### src/rtl/maxpool_pkg.sv
// ---------------------------------------------------------------------------
// maxpool_pkg
// Shared definitions for the 2x2 / stride-2 pooling and unpooling blocks.
//   DATA_W     : default width of a pixel / pooled value
//   win_idx_t  : argmax position inside a 2x2 window, encoded as 2*i + j
//                (bit1 = row offset i, bit0 = column offset j)
//   pool_state_e : frame-level state machine shared by the streaming blocks
// ---------------------------------------------------------------------------
package maxpool_pkg;

  localparam int DATA_W = 16;

  typedef logic [1:0] win_idx_t;

  localparam win_idx_t IDX_TOP_LEFT  = 2'b00;
  localparam win_idx_t IDX_TOP_RIGHT = 2'b01;
  localparam win_idx_t IDX_BOT_LEFT  = 2'b10;
  localparam win_idx_t IDX_BOT_RIGHT = 2'b11;

  typedef enum logic [1:0] {
    IDLE   = 2'd0,
    LOAD   = 2'd1,
    REPLAY = 2'd2,
    DONE   = 2'd3
  } pool_state_e;

  // Builds the window index for row offset i and column offset j.
  function automatic win_idx_t make_win_idx(input logic i, input logic j);
    return {i, j};
  endfunction

endpackage

### src/rtl/unpool_row_buf.sv
// ---------------------------------------------------------------------------
// unpool_row_buf
// Holds one pooled row of {value, window index} entries so the odd output
// row can be regenerated after the even row has been streamed out.
//   clk      : clock
//   wr_en    : write strobe, wr_addr / wr_data select entry and contents
//   rd_en    : read strobe, rd_addr selects entry
//   rd_data  : registered read data, valid the cycle after rd_en
// Contents are not reset; every entry is written before it is read.
// ---------------------------------------------------------------------------
module unpool_row_buf
  import maxpool_pkg::*;
#(
  parameter int DEPTH  = 31,
  parameter int WIDTH  = DATA_W + $bits(win_idx_t),
  parameter int ADDR_W = (DEPTH > 1) ? $clog2(DEPTH) : 1
) (
  input  logic              clk,
  input  logic              wr_en,
  input  logic [ADDR_W-1:0] wr_addr,
  input  logic [WIDTH-1:0]  wr_data,
  input  logic              rd_en,
  input  logic [ADDR_W-1:0] rd_addr,
  output logic [WIDTH-1:0]  rd_data
);

  logic [WIDTH-1:0] mem [DEPTH];
  logic [WIDTH-1:0] rd_data_q;

  // Simple dual-port storage: one write and one registered read per cycle.
  always_ff @(posedge clk) begin
    if (wr_en) begin
      mem[wr_addr] <= wr_data;
    end
    if (rd_en) begin
      rd_data_q <= mem[rd_addr];
    end
  end

  assign rd_data = rd_data_q;

endmodule

### src/rtl/max_unpool_stream.sv
// ---------------------------------------------------------------------------
// max_unpool_stream
// Streaming 2x2 max-unpooling. Each pooled element {value, argmax index}
// expands into a 2x2 block of output pixels holding the value at the argmax
// position and zero elsewhere. Even output rows are produced while the
// pooled row streams in; the pooled row is kept in a row buffer and replayed
// to produce the following odd output row.
//   clk, rst            : clock, synchronous active-high reset
//   start               : begin one frame (accepted in IDLE or DONE)
//   in_valid/in_ready   : pooled element handshake, in_data / in_idx payload
//   out_valid/out_ready : output pixel handshake, out_data payload
//   out_eol, out_last   : last pixel of a row / of the frame
//   busy, done          : frame in progress / frame complete
// ---------------------------------------------------------------------------
module max_unpool_stream #(
  parameter int FM_height = 62,
  parameter int FM_width  = 62,
  parameter int DATA_W    = maxpool_pkg::DATA_W
) (
  input  logic                  clk,
  input  logic                  rst,
  input  logic                  start,
  input  logic                  in_valid,
  output logic                  in_ready,
  input  logic [DATA_W-1:0]     in_data,
  input  maxpool_pkg::win_idx_t in_idx,
  output logic                  out_valid,
  input  logic                  out_ready,
  output logic [DATA_W-1:0]     out_data,
  output logic                  out_eol,
  output logic                  out_last,
  output logic                  busy,
  output logic                  done
);

  import maxpool_pkg::*;

  localparam int HALF_W  = FM_width / 2;
  localparam int HALF_H  = FM_height / 2;
  localparam int ADDR_W  = (HALF_W > 1) ? $clog2(HALF_W) : 1;
  localparam int PR_W    = (HALF_H > 1) ? $clog2(HALF_H) : 1;
  localparam int FC_W    = $clog2(HALF_W + 1);
  localparam int ENTRY_W = DATA_W + $bits(win_idx_t);

  localparam logic [ADDR_W-1:0] PC_LAST  = ADDR_W'(HALF_W - 1);
  localparam logic [PR_W-1:0]   PR_LAST  = PR_W'(HALF_H - 1);
  localparam logic [FC_W-1:0]   FC_COUNT = FC_W'(HALF_W);

  // Value of one output beat: the pooled value if this beat sits at the argmax.
  function automatic logic [DATA_W-1:0] beat_value(input logic [DATA_W-1:0] value,
                                                   input win_idx_t idx,
                                                   input logic i, input logic j);
    return (idx == make_win_idx(i, j)) ? value : '0;
  endfunction

  pool_state_e          state_q, state_d;
  logic [PR_W-1:0]      pr_q, pr_d;
  logic [ADDR_W-1:0]    pc_q, pc_d;
  logic [FC_W-1:0]      fc_q, fc_d;
  logic                 rd_pend_q, rd_pend_d;
  logic                 hold_valid_q, hold_valid_d;
  logic                 beat_q, beat_d;
  logic [DATA_W-1:0]    hold_data_q, hold_data_d;
  win_idx_t             hold_idx_q, hold_idx_d;
  logic                 out_valid_q, out_valid_d;
  logic [DATA_W-1:0]    out_data_q, out_data_d;
  logic                 out_eol_q, out_eol_d;
  logic                 out_last_q, out_last_d;

  logic                 in_frame, row_odd, out_hs, pair_done;
  logic                 pc_at_end, pr_at_end, accept_ok, src_valid, take;
  logic [DATA_W-1:0]    src_data;
  win_idx_t             src_idx;
  logic                 wr_en, rd_en;
  logic [ADDR_W-1:0]    wr_addr, rd_addr;
  logic [ENTRY_W-1:0]   rb_rd_data;

  // Handshake and source selection. The holding register frees up in the
  // same cycle its second beat is accepted, so a new element can be taken
  // back-to-back and the output runs at one beat per cycle. The element that
  // closes a pooled row is never followed by a bypass take, because the next
  // element belongs to a different phase.
  always_comb begin
    in_frame  = (state_q == LOAD) || (state_q == REPLAY);
    row_odd   = (state_q == REPLAY);
    out_hs    = out_valid_q && out_ready;
    pair_done = out_hs && beat_q;
    pc_at_end = (pc_q == PC_LAST);
    pr_at_end = (pr_q == PR_LAST);
    accept_ok = in_frame && (!hold_valid_q || (pair_done && !pc_at_end));

    src_valid = 1'b0;
    src_data  = in_data;
    src_idx   = in_idx;
    if (state_q == LOAD) begin
      src_valid = in_valid;
    end else if (state_q == REPLAY) begin
      src_valid = rd_pend_q;
      src_data  = rb_rd_data[ENTRY_W-1 -: DATA_W];
      src_idx   = rb_rd_data[$bits(win_idx_t)-1:0];
    end
    take = accept_ok && src_valid;

    in_ready = (state_q == LOAD) && accept_ok;
    wr_en    = (state_q == LOAD) && take;
    wr_addr  = hold_valid_q ? (pc_q + 1'b1) : pc_q;
    rd_en    = (state_q == REPLAY) && (fc_q != FC_COUNT) && (!rd_pend_q || take);
    rd_addr  = fc_q[ADDR_W-1:0];
  end

  // Next-state logic for the frame FSM, counters, holding register and the
  // registered output stage. Replay reads are prefetched one entry ahead so
  // the row buffer's read latency is hidden behind the current pair of beats.
  always_comb begin
    state_d      = state_q;
    pr_d         = pr_q;
    pc_d         = pc_q;
    fc_d         = fc_q;
    rd_pend_d    = rd_pend_q;
    hold_valid_d = hold_valid_q;
    beat_d       = beat_q;
    hold_data_d  = hold_data_q;
    hold_idx_d   = hold_idx_q;
    out_valid_d  = out_valid_q;
    out_data_d   = out_data_q;
    out_eol_d    = out_eol_q;
    out_last_d   = out_last_q;

    if (rd_en) begin
      rd_pend_d = 1'b1;
      fc_d      = fc_q + 1'b1;
    end else if (take) begin
      rd_pend_d = 1'b0;
    end

    case (state_q)
      IDLE, DONE: begin
        if (start) begin
          state_d      = LOAD;
          pr_d         = '0;
          pc_d         = '0;
          fc_d         = '0;
          rd_pend_d    = 1'b0;
          hold_valid_d = 1'b0;
        end
      end

      LOAD, REPLAY: begin
        if (out_hs && !beat_q) begin
          beat_d     = 1'b1;
          out_data_d = beat_value(hold_data_q, hold_idx_q, row_odd, 1'b1);
          out_eol_d  = pc_at_end;
          out_last_d = pc_at_end && row_odd && pr_at_end;
        end

        if (pair_done) begin
          hold_valid_d = 1'b0;
          out_valid_d  = 1'b0;
          out_data_d   = '0;
          out_eol_d    = 1'b0;
          out_last_d   = 1'b0;
          if (pc_at_end) begin
            pc_d = '0;
            if (state_q == LOAD) begin
              state_d   = REPLAY;
              fc_d      = '0;
              rd_pend_d = 1'b0;
            end else if (pr_at_end) begin
              state_d = DONE;
            end else begin
              pr_d    = pr_q + 1'b1;
              state_d = LOAD;
            end
          end else begin
            pc_d = pc_q + 1'b1;
          end
        end

        if (take) begin
          hold_valid_d = 1'b1;
          hold_data_d  = src_data;
          hold_idx_d   = src_idx;
          beat_d       = 1'b0;
          out_valid_d  = 1'b1;
          out_data_d   = beat_value(src_data, src_idx, row_odd, 1'b0);
          out_eol_d    = 1'b0;
          out_last_d   = 1'b0;
        end
      end

      default: state_d = IDLE;
    endcase
  end

  // State register; reset returns the block to an empty, idle frame.
  always_ff @(posedge clk) begin
    if (rst) begin
      state_q      <= IDLE;
      pr_q         <= '0;
      pc_q         <= '0;
      fc_q         <= '0;
      rd_pend_q    <= 1'b0;
      hold_valid_q <= 1'b0;
      beat_q       <= 1'b0;
      hold_data_q  <= '0;
      hold_idx_q   <= '0;
      out_valid_q  <= 1'b0;
      out_data_q   <= '0;
      out_eol_q    <= 1'b0;
      out_last_q   <= 1'b0;
    end else begin
      state_q      <= state_d;
      pr_q         <= pr_d;
      pc_q         <= pc_d;
      fc_q         <= fc_d;
      rd_pend_q    <= rd_pend_d;
      hold_valid_q <= hold_valid_d;
      beat_q       <= beat_d;
      hold_data_q  <= hold_data_d;
      hold_idx_q   <= hold_idx_d;
      out_valid_q  <= out_valid_d;
      out_data_q   <= out_data_d;
      out_eol_q    <= out_eol_d;
      out_last_q   <= out_last_d;
    end
  end

  unpool_row_buf #(
    .DEPTH  (HALF_W),
    .WIDTH  (ENTRY_W),
    .ADDR_W (ADDR_W)
  ) u_row_buf (
    .clk     (clk),
    .wr_en   (wr_en),
    .wr_addr (wr_addr),
    .wr_data ({in_data, in_idx}),
    .rd_en   (rd_en),
    .rd_addr (rd_addr),
    .rd_data (rb_rd_data)
  );

  assign out_valid = out_valid_q;
  assign out_data  = out_data_q;
  assign out_eol   = out_eol_q;
  assign out_last  = out_last_q;
  assign busy      = (state_q == LOAD) || (state_q == REPLAY);
  assign done      = (state_q == DONE);

endmodule

### config.mk
export PLATFORM = sky130hd
export DESIGN_NAME = max_unpool_stream
export DESIGN_NICKNAME = d
export VERILOG_FILES = /design/src/rtl/maxpool_pkg.sv /design/src/rtl/unpool_row_buf.sv /design/src/rtl/max_unpool_stream.sv
export SDC_FILE = /design/constraint.sdc
export NUM_CORES = 1
export LEC_CHECK = 0
export ABC_AREA = 0
export BUFFER_PORTS_ARGS = -buffer_cell sky130_fd_sc_hd__buf_2
export CORE_MARGIN = 5
export CORE_UTILIZATION = 51
export DETAILED_ROUTE_END_ITERATION = 16
export PLACE_DENSITY = 0.67
export SLEW_MARGIN = 10
export SYNTH_ARGS = -nofsm -noshare
export SYNTH_HDL_FRONTEND = slang
export SYNTH_SLANG_ARGS = --single-unit
### constraint.sdc
create_clock -name clk -period 4.1 [get_ports clk]
set_clock_uncertainty 0.15 [all_clocks]
set_input_delay 0.615 -clock clk [delete_from_list [all_inputs] [get_ports clk]]
set_output_delay 0.615 -clock clk [all_outputs]
set_load 0.01 [all_outputs]
==> flow_metrics.tcl, run 1 <==
set metrics [dict create \
    status "finished clean" \
    hold_viol 0 \
    syn_area_per_cell_sq_um 18.4 \
    placed_cells 1990 \
    vias 12900 \
    route.detailed.drc 0 \
    postSynthCellCount 1351 \
    clk_pin_slew_ns 0.06 \
    yosysTopAreaCellShare_pct 69.6 \
    tightestPinTransition_ns 1.16 \
    numCtsBuffers 61 \
    nets 1464 \
    post_cts_buffers 0 \
    dp.final_hpwl_um 34900 \
    wire_per_inst_um 27.0 \
    grt_use_total_pct 21.3 \
    ys_seq_elements 633 \
    min_period_ns 3.45 \
    yosysSeqAreaShare_pct 74.2 \
    ys_warn_count 0 \
    timing.hold.worst_endpoint "u_row_buf.mem[21][6]$_DFFE_PP_" \
    grt_max_degree 75 \
    slowest_stage "and4b_1" \
    crit_family "simple AND/OR/NAND/NOR gates" \
    cts_buffer_depth 3 \
    cp_cell_sequence "inv_1 > ha_1 > and4b_1 > a21oi_4 > nor3b_1 > nand2_1 > nor2_2 > buf_4" \
    r2r_start "state_q[0]$_SDFFE_PP0P_" \
    maxCapViolCount 0 \
    yosysMostFrequentCell "edfxtp_1" \
    rr_worst_depth 8 \
    hp-start "in_data[4]" \
    setup_viol 0 \
    pwr_density_cell_nw_per_um2 472 \
    area_growth_pct 12.9 \
    start_util_pct 51.2 \
    vias_per_cell 6.11 \
    htree_num_levels 2 \
    drv_slew 0 \
    hp-class "in2reg" \
    clk_latency_ns 0.61 \
    io_buffer_count 44 \
    end_kind "flip-flop" \
    ant_nets 0 \
    crit_type "reg2reg" \
    grt_setup_unrepaired "no" \
    synth_top_area_cell "edfxtp_1" \
    hold_buffers 0 \
    synthTopCellsByCount "edfxtp_1, mux4_2, nor2_1" \
    max_clock_freq_mhz 290 \
    nFillCells 3577 \
    path_buf_inv 2 \
    cp_max_fo 16 \
    grt_pass1_vias 12700 \
    cp.required_ns 4.24 \
    grt_antenna_before_repair 1 \
    finalCritPeriodShare_pct 84.2 \
    holdPathStages 1 \
    die_area_sq_um 53300 \
    tns_ns 0 \
    routed_wl_um 56800 \
    clock_sinks 633 \
    synth.area.top_cells "edfxtp_1, mux4_2, dfxtp_1" \
    leakage_nw 8.72 \
    synth_nets 1384 \
    gp_congestion 0.937 \
    start_kind "flip-flop" \
    die_y_um 231 \
    die_x_um 231 \
    synthArstFlopShare_pct 0 \
    num_rows 81 \
    yosysUniqueCellTypes 58 \
    drtPass1Iterations 5 \
    synthFlopType "edfxtp_1" \
    slew_headroom_pct 22.5 \
    synth_edf_count 576 \
    synth_area_sq_um 24900 \
    core_area_sq_um 48500 \
    post_cts_resize_count 0 \
    grt-ovfl-total 0 \
    worstPathArrival_ns 3.59 \
    reg2reg_to "u_row_buf.mem[12][6]$_DFFE_PP_" \
    drive_gt1_share_pct 24.3 \
    reg2reg_slack_ns 0.65 \
    cts_root_buffer "clkbuf_16" \
    detail_route.iter0.violations 1371 \
    vdd_drop_max_v 0.000388 \
    max_stage_delay_ns 0.53 \
    grt_pass1_wl_um 84300 \
    finalNonFillerCells 2105 \
    cts_tree "built" \
    ios 45 \
]
## layout by cell type (no fill, tap or decap), types with 4 or more instances in the layout
cell type	n
edfxtp_1	576
mux4_2	122
nor2_1	84
mux2i_1	63
clkbuf_16	63
dfxtp_1	54
buf_4	52
buf_2	44
nand2_1	38
a21oi_1	37
o22ai_1	32
nor2_2	31
o21ai_0	25
nor3_1	22
a211oi_1	19
a211o_1	16
o211ai_1	16
a221oi_1	16
nand3_1	14
clkinv_2	13
bufinv_16	12
clkinv_1	12
ha_1	10
inv_1	9
clkbuf_1	9
a22oi_1	8
and2_1	6
or2_2	5
nand4_1	5
nor2b_1	5
xnor2_1	4
nand2b_1	4
or3_1	4
## state kept, by name, summed over array words and instances (netlist names), 2 cells and up
signal             cells
u_row_buf.rd_data     18
fc_q                   5
pr_q                   5
pc_q                   5
u_row_buf.mem        558
hold_data_q           16
hold_idx_q             2
state_q                2
out_data              16
## cell type report
type	count	area [sq um]	share of cell area, %
sequential	633	18400	65.7
tap	622	778	2.77
timing repair buffer	99	671	2.39
inverter	9	33.8	0.120
multi-input combinational	627	6030	21.5
clock buffer	72	1610	5.74
clock inverter	42	505	1.80
antenna	1	2.50	0.00891
## cells by family (layout without fill, tap and decap cells)
| group | after synthesis | after routing | synth area share, % |
|---|---|---|---|
| and+or+nand+nor | 238 | 238 | 4.41 |
| buffers and inverters | 91 | 222 | 1.90 |
| muxes | 187 | 187 | 13.7 |
| other | 0 | 1 | 0 |
| DFF | 633 | 633 | 74.2 |
| xor gates and xnor gates | 6 | 6 | 0.211 |
| adders and majority gates | 10 | 10 | 0.503 |
| AOI/OAI and AO/OA | 186 | 186 | 5.12 |
## power by group
| part | switching (mW) | leakage (nW) | internal, mW | total, mW |
|---|---|---|---|---|
| Clock | 2.34 | 1.04 | 3.54 | 5.88 |
| Combinational | 0.230 | 2.04 | 0.0805 | 0.311 |
| Sequential | 0.0122 | 5.64 | 7.05 | 7.06 |
## worst max-delay path by stage
stage,startpoint,to,slack (ns),cells after the start
6_report,state_q[0]$_SDFFE_PP0P_,u_row_buf.mem[12][6]$_DFFE_PP_,0.65,8
4_1_cts,state_q[0]$_SDFFE_PP0P_,u_row_buf.mem[12][6]$_DFFE_PP_,0.69,8
3_3_place_gp,state_q[0]$_SDFFE_PP0P_,u_row_buf.mem[12][4]$_DFFE_PP_,0.78,8
2_1_floorplan,state_q[0]$_SDFFE_PP0P_,u_row_buf.mem[24][0]$_DFFE_PP_,1.00,8
3_5_place_dp,state_q[0]$_SDFFE_PP0P_,u_row_buf.mem[12][4]$_DFFE_PP_,0.71,8
5_1_grt,state_q[0]$_SDFFE_PP0P_,u_row_buf.mem[12][6]$_DFFE_PP_,0.51,8
## metrics by stage
| step | hold slack [ns] | area [sq um] | worst slack, ns | total power, mW | util, % |
|---|---|---|---|---|---|
| floorplan | 0.313 | 24900 | 1.00 | 7.33 | - |
| global placement | 0.327 | 26000 | 0.783 | 7.51 | 53.5 |
| detailed placement | 0.327 | 26000 | 0.708 | 7.52 | 53.5 |
| finish | 0.270 | 28100 | 0.649 | 13.3 | 57.8 |
| global route | 0.253 | 28100 | 0.509 | 13.7 | 57.8 |
| CTS | 0.252 | 28100 | 0.686 | 13.4 | 57.8 |
## worst reg2reg max path, stage by stage, from the launching register on
cell	delay [ns]
dfxtp_1	0.40
inv_1	0.07
ha_1	0.39
and4b_1	0.53
a21oi_4	0.15
nor3b_1	0.29
nand2_1	0.49
nor2_2	0.35
buf_4	0.30
## layer usage
layer	wire (um)	share of wire, %	track usage (%)
met1	24200	43	31.9
met2	26600	47	32.7
met3	3960	7.0	3.17
met4	1960	3.5	7.34
met5	0	0	0
(Power assumes the default switching activity.)
==> run 2: changes to the inputs <==
- ABC_AREA: 0 -> 1
- clock period: 4.1 -> 3.5 ns (I/O delays scaled with it)
==> run 2 against run 1 <==
Net effect:
- maximum frequency rose by 18%
- highest routed layer unchanged
- largest power group unchanged
- via count increased by 38%
- synthesized area grew 5.4%
- critical path depth up 4
==> flow_metrics.tcl, run 2 <==
set metrics [dict create \
    slew_headroom_pct 40.4 \
    grt_antenna_before_repair 0 \
    synth_top_family_by_area "simple AND/OR/NAND/NOR gates" \
    nFillCells 4215 \
    largest_register_ff_count 558 \
    setup_viol 0 \
    cts_root_buffer "clkbuf_16" \
    ios 45 \
    ant_nets 0 \
    antennaDiodeCount 0 \
    route.detailed.drc 0 \
    ys_seq_elements 633 \
    leakage_nw 10.4 \
    reg2reg_to "fc_q[4]$_SDFF_PP0_" \
    gp_congestion 0.875 \
    detail_route.iter0.violations 2136 \
    num_rows 83 \
    slowest_stage "buf_4" \
    yosysTopAreaCellShare_pct 66.0 \
    synth_area_sq_um 26200 \
    grt_setup_unrepaired "no" \
    final_core_util_pct 57.3 \
    max_stage_delay_ns 0.45 \
    post_cts_resize_count 0 \
    synthFlopType "edfxtp_1" \
    max_flop_register "u_row_buf.mem" \
    postSynthCellCount 2330 \
    nets 2414 \
    synth_nets 2363 \
    die_area_sq_um 56000 \
    worstPathArrival_ns 3.23 \
    yosysUniqueCellTypes 31 \
    cp.required_ns 3.81 \
    synth_compound_area_share_pct 8.28 \
    tightestPinTransition_ns 0.894 \
    synth_edf_count 576 \
    clk_latency_ns 0.59 \
    vias 17700 \
    synthArstFlopShare_pct 0 \
    drive_gt1_share_pct 9.92 \
    io_buffer_count 44 \
    grt_use_total_pct 24.3 \
    grt_pass1_wl_um 104000 \
    cts_tree "built" \
    maxCapViolCount 0 \
    pwr_density_cell_nw_per_um2 699 \
    hold_viol 0 \
    r2r_start "state_q[0]$_SDFFE_PP0P_" \
    finalHoldWorstSlack_ns 0.0598 \
    clk_pin_slew_ns 0.06 \
    path_buf_inv 4 \
    status "finished clean" \
    synth_top_area_cell "edfxtp_1" \
    die_x_um 237 \
    drv_slew 0 \
    tns_ns 0 \
    post_cts_buffers 0 \
    final_common_cell "edfxtp_1" \
    yosysMostFrequentCell "edfxtp_1" \
    vias_per_cell 5.70 \
    yosys-mux-area-fraction_pct 0 \
    rr_worst_depth 12 \
    hold_buffers 0 \
    min_period_ns 2.91 \
    yosysSeqAreaShare_pct 70.4 \
    hp-class "in2reg" \
    grt-ovfl-total 0 \
    start_kind "flip-flop" \
    timing.hold.worst_endpoint "u_row_buf.mem[16][17]$_DFFE_PP_" \
    synth_xor_area_share_pct 0.334 \
    ys_warn_count 0 \
    reg2reg_slack_ns 0.59 \
    routed_wl_um 69600 \
    grt_pass1_vias 16900 \
    crit_family "simple AND/OR/NAND/NOR gates" \
    max_clock_freq_mhz 343 \
    finalCritPeriodShare_pct 83.3 \
    grt_max_degree 155 \
    end_kind "flip-flop" \
    wire_per_inst_um 22.4 \
    synthTopCellsByCount "edfxtp_1, nor2_1, nand2_1" \
    vdd_drop_max_v 0.000554 \
    layout_common_cells "edfxtp_1, nor2_1, nand2_1" \
    htree_num_levels 3 \
    crit_type "reg2reg" \
    hp-start "in_data[15]" \
    yosys.area_share.simple_pct 16.8 \
    start_util_pct 51.3 \
    core_area_sq_um 51100 \
    critPathMostFrequentCell "nand2_1" \
    synth_fa_ha_area_share_pct 0.478 \
    drtPass1Iterations 6 \
    cp_cell_sequence "inv_1 > ha_1 > inv_1 > nand2_1 > nand2_2 > nand2_4 > buf_4 > nand2_1 > nand2_1 > inv_2 > nor2_1 > nor2_1" \
    dp.final_hpwl_um 42900 \
    area_growth_pct 11.7 \
    syn_area_per_cell_sq_um 11.2 \
    holdPathStages 1 \
    numCtsBuffers 67 \
    die_y_um 237 \
    cts_buffer_depth 3 \
    synth.area.top_cells "edfxtp_1, nor2_1, nand2_1" \
    cp_max_fo 57 \
    clock_sinks 633 \
]
-- run 2: cell count changes after synthesis, moves of 37 or more --
| cell | before | now |
|---|---|---|
| o21ai_0 | 25 | 194 |
| mux4_2 | 122 | 0 |
| nor2_1 | 115 | 479 |
| a21oi_1 | 37 | 74 |
| o211ai_1 | 16 | 69 |
| nand3_1 | 14 | 193 |
| o21ai_1 | 0 | 58 |
| mux2i_1 | 63 | 0 |
| inv_1 | 9 | 59 |
| nand2_1 | 38 | 390 |
-- run 2: kinds of logic after synthesis --
| kind of cell | Yosys count |
|---|---|
| AO/OA/AOI/OAI | 398 |
| flip-flops | 633 |
| buffers and inverters | 203 |
| adder cells (fa/ha/maj) | 10 |
| XOR/XNOR | 10 |
| AND/OR/NAND/NOR | 1076 |
-- run 2: cell type report --
cell class / instances / area [sq um] / area share (%)
Sequential cell: 633 / 18400 / 63.0
Clock buffer: 92 / 1830 / 6.27
Inverter: 64 / 248 / 0.846
Clock inverter: 26 / 208 / 0.709
Multi-Input combinational cell: 1494 / 6820 / 23.3
Tap cell: 680 / 851 / 2.91
Timing Repair Buffer: 121 / 873 / 2.98
-- run 2: routing by layer --
metal / global-route usage [%] / vias to the layer above / part of all wire [%] / wire length, um
met1: 33.5 / 8594 / 41 / 28400
met2: 39.6 / 765 / 48 / 33500
met5: 0 / - / 0 / 0
li1: - / 8236 / - / -
met4: 8.15 / 0 / 3.4 / 2370
met3: 4.47 / 136 / 7.7 / 5390
-- run 2: report_power, final --
group / leakage (nW) / internal (mW) / total, mW / switching, mW
logic: 3.76 / 1.33 / 5.11 / 3.79
clock network: 0.984 / 3.89 / 6.68 / 2.79
registers: 5.64 / 8.51 / 8.67 / 0.155
-- run 2: worst max-delay path by stage --
stage	from	to	slack [ns]	cells after the start
after floorplan	state_q[0]$_SDFFE_PP0P_	u_row_buf.mem[10][0]$_DFFE_PP_	0.46	11
after global placement	state_q[0]$_SDFFE_PP0P_	fc_q[4]$_SDFF_PP0_	0.68	12
after detailed placement	state_q[0]$_SDFFE_PP0P_	fc_q[4]$_SDFF_PP0_	0.57	12
after CTS	state_q[0]$_SDFFE_PP0P_	fc_q[4]$_SDFF_PP0_	0.57	12
after global routing	state_q[0]$_SDFFE_PP0P_	fc_q[4]$_SDFF_PP0_	0.31	12
final	state_q[0]$_SDFFE_PP0P_	fc_q[4]$_SDFF_PP0_	0.59	12
-- run 2: stage by stage --
step	setup slack, ns	std cells	power, mW	cell area (sq um)
finish	0.585	3110	20.5	29300
global route	0.312	3110	21.4	29300
CTS	0.573	3110	20.5	29300
detailed placement	0.569	2992	13.9	27200
global placement	0.684	2992	13.8	27200
floorplan	0.461	2330	12.1	26200
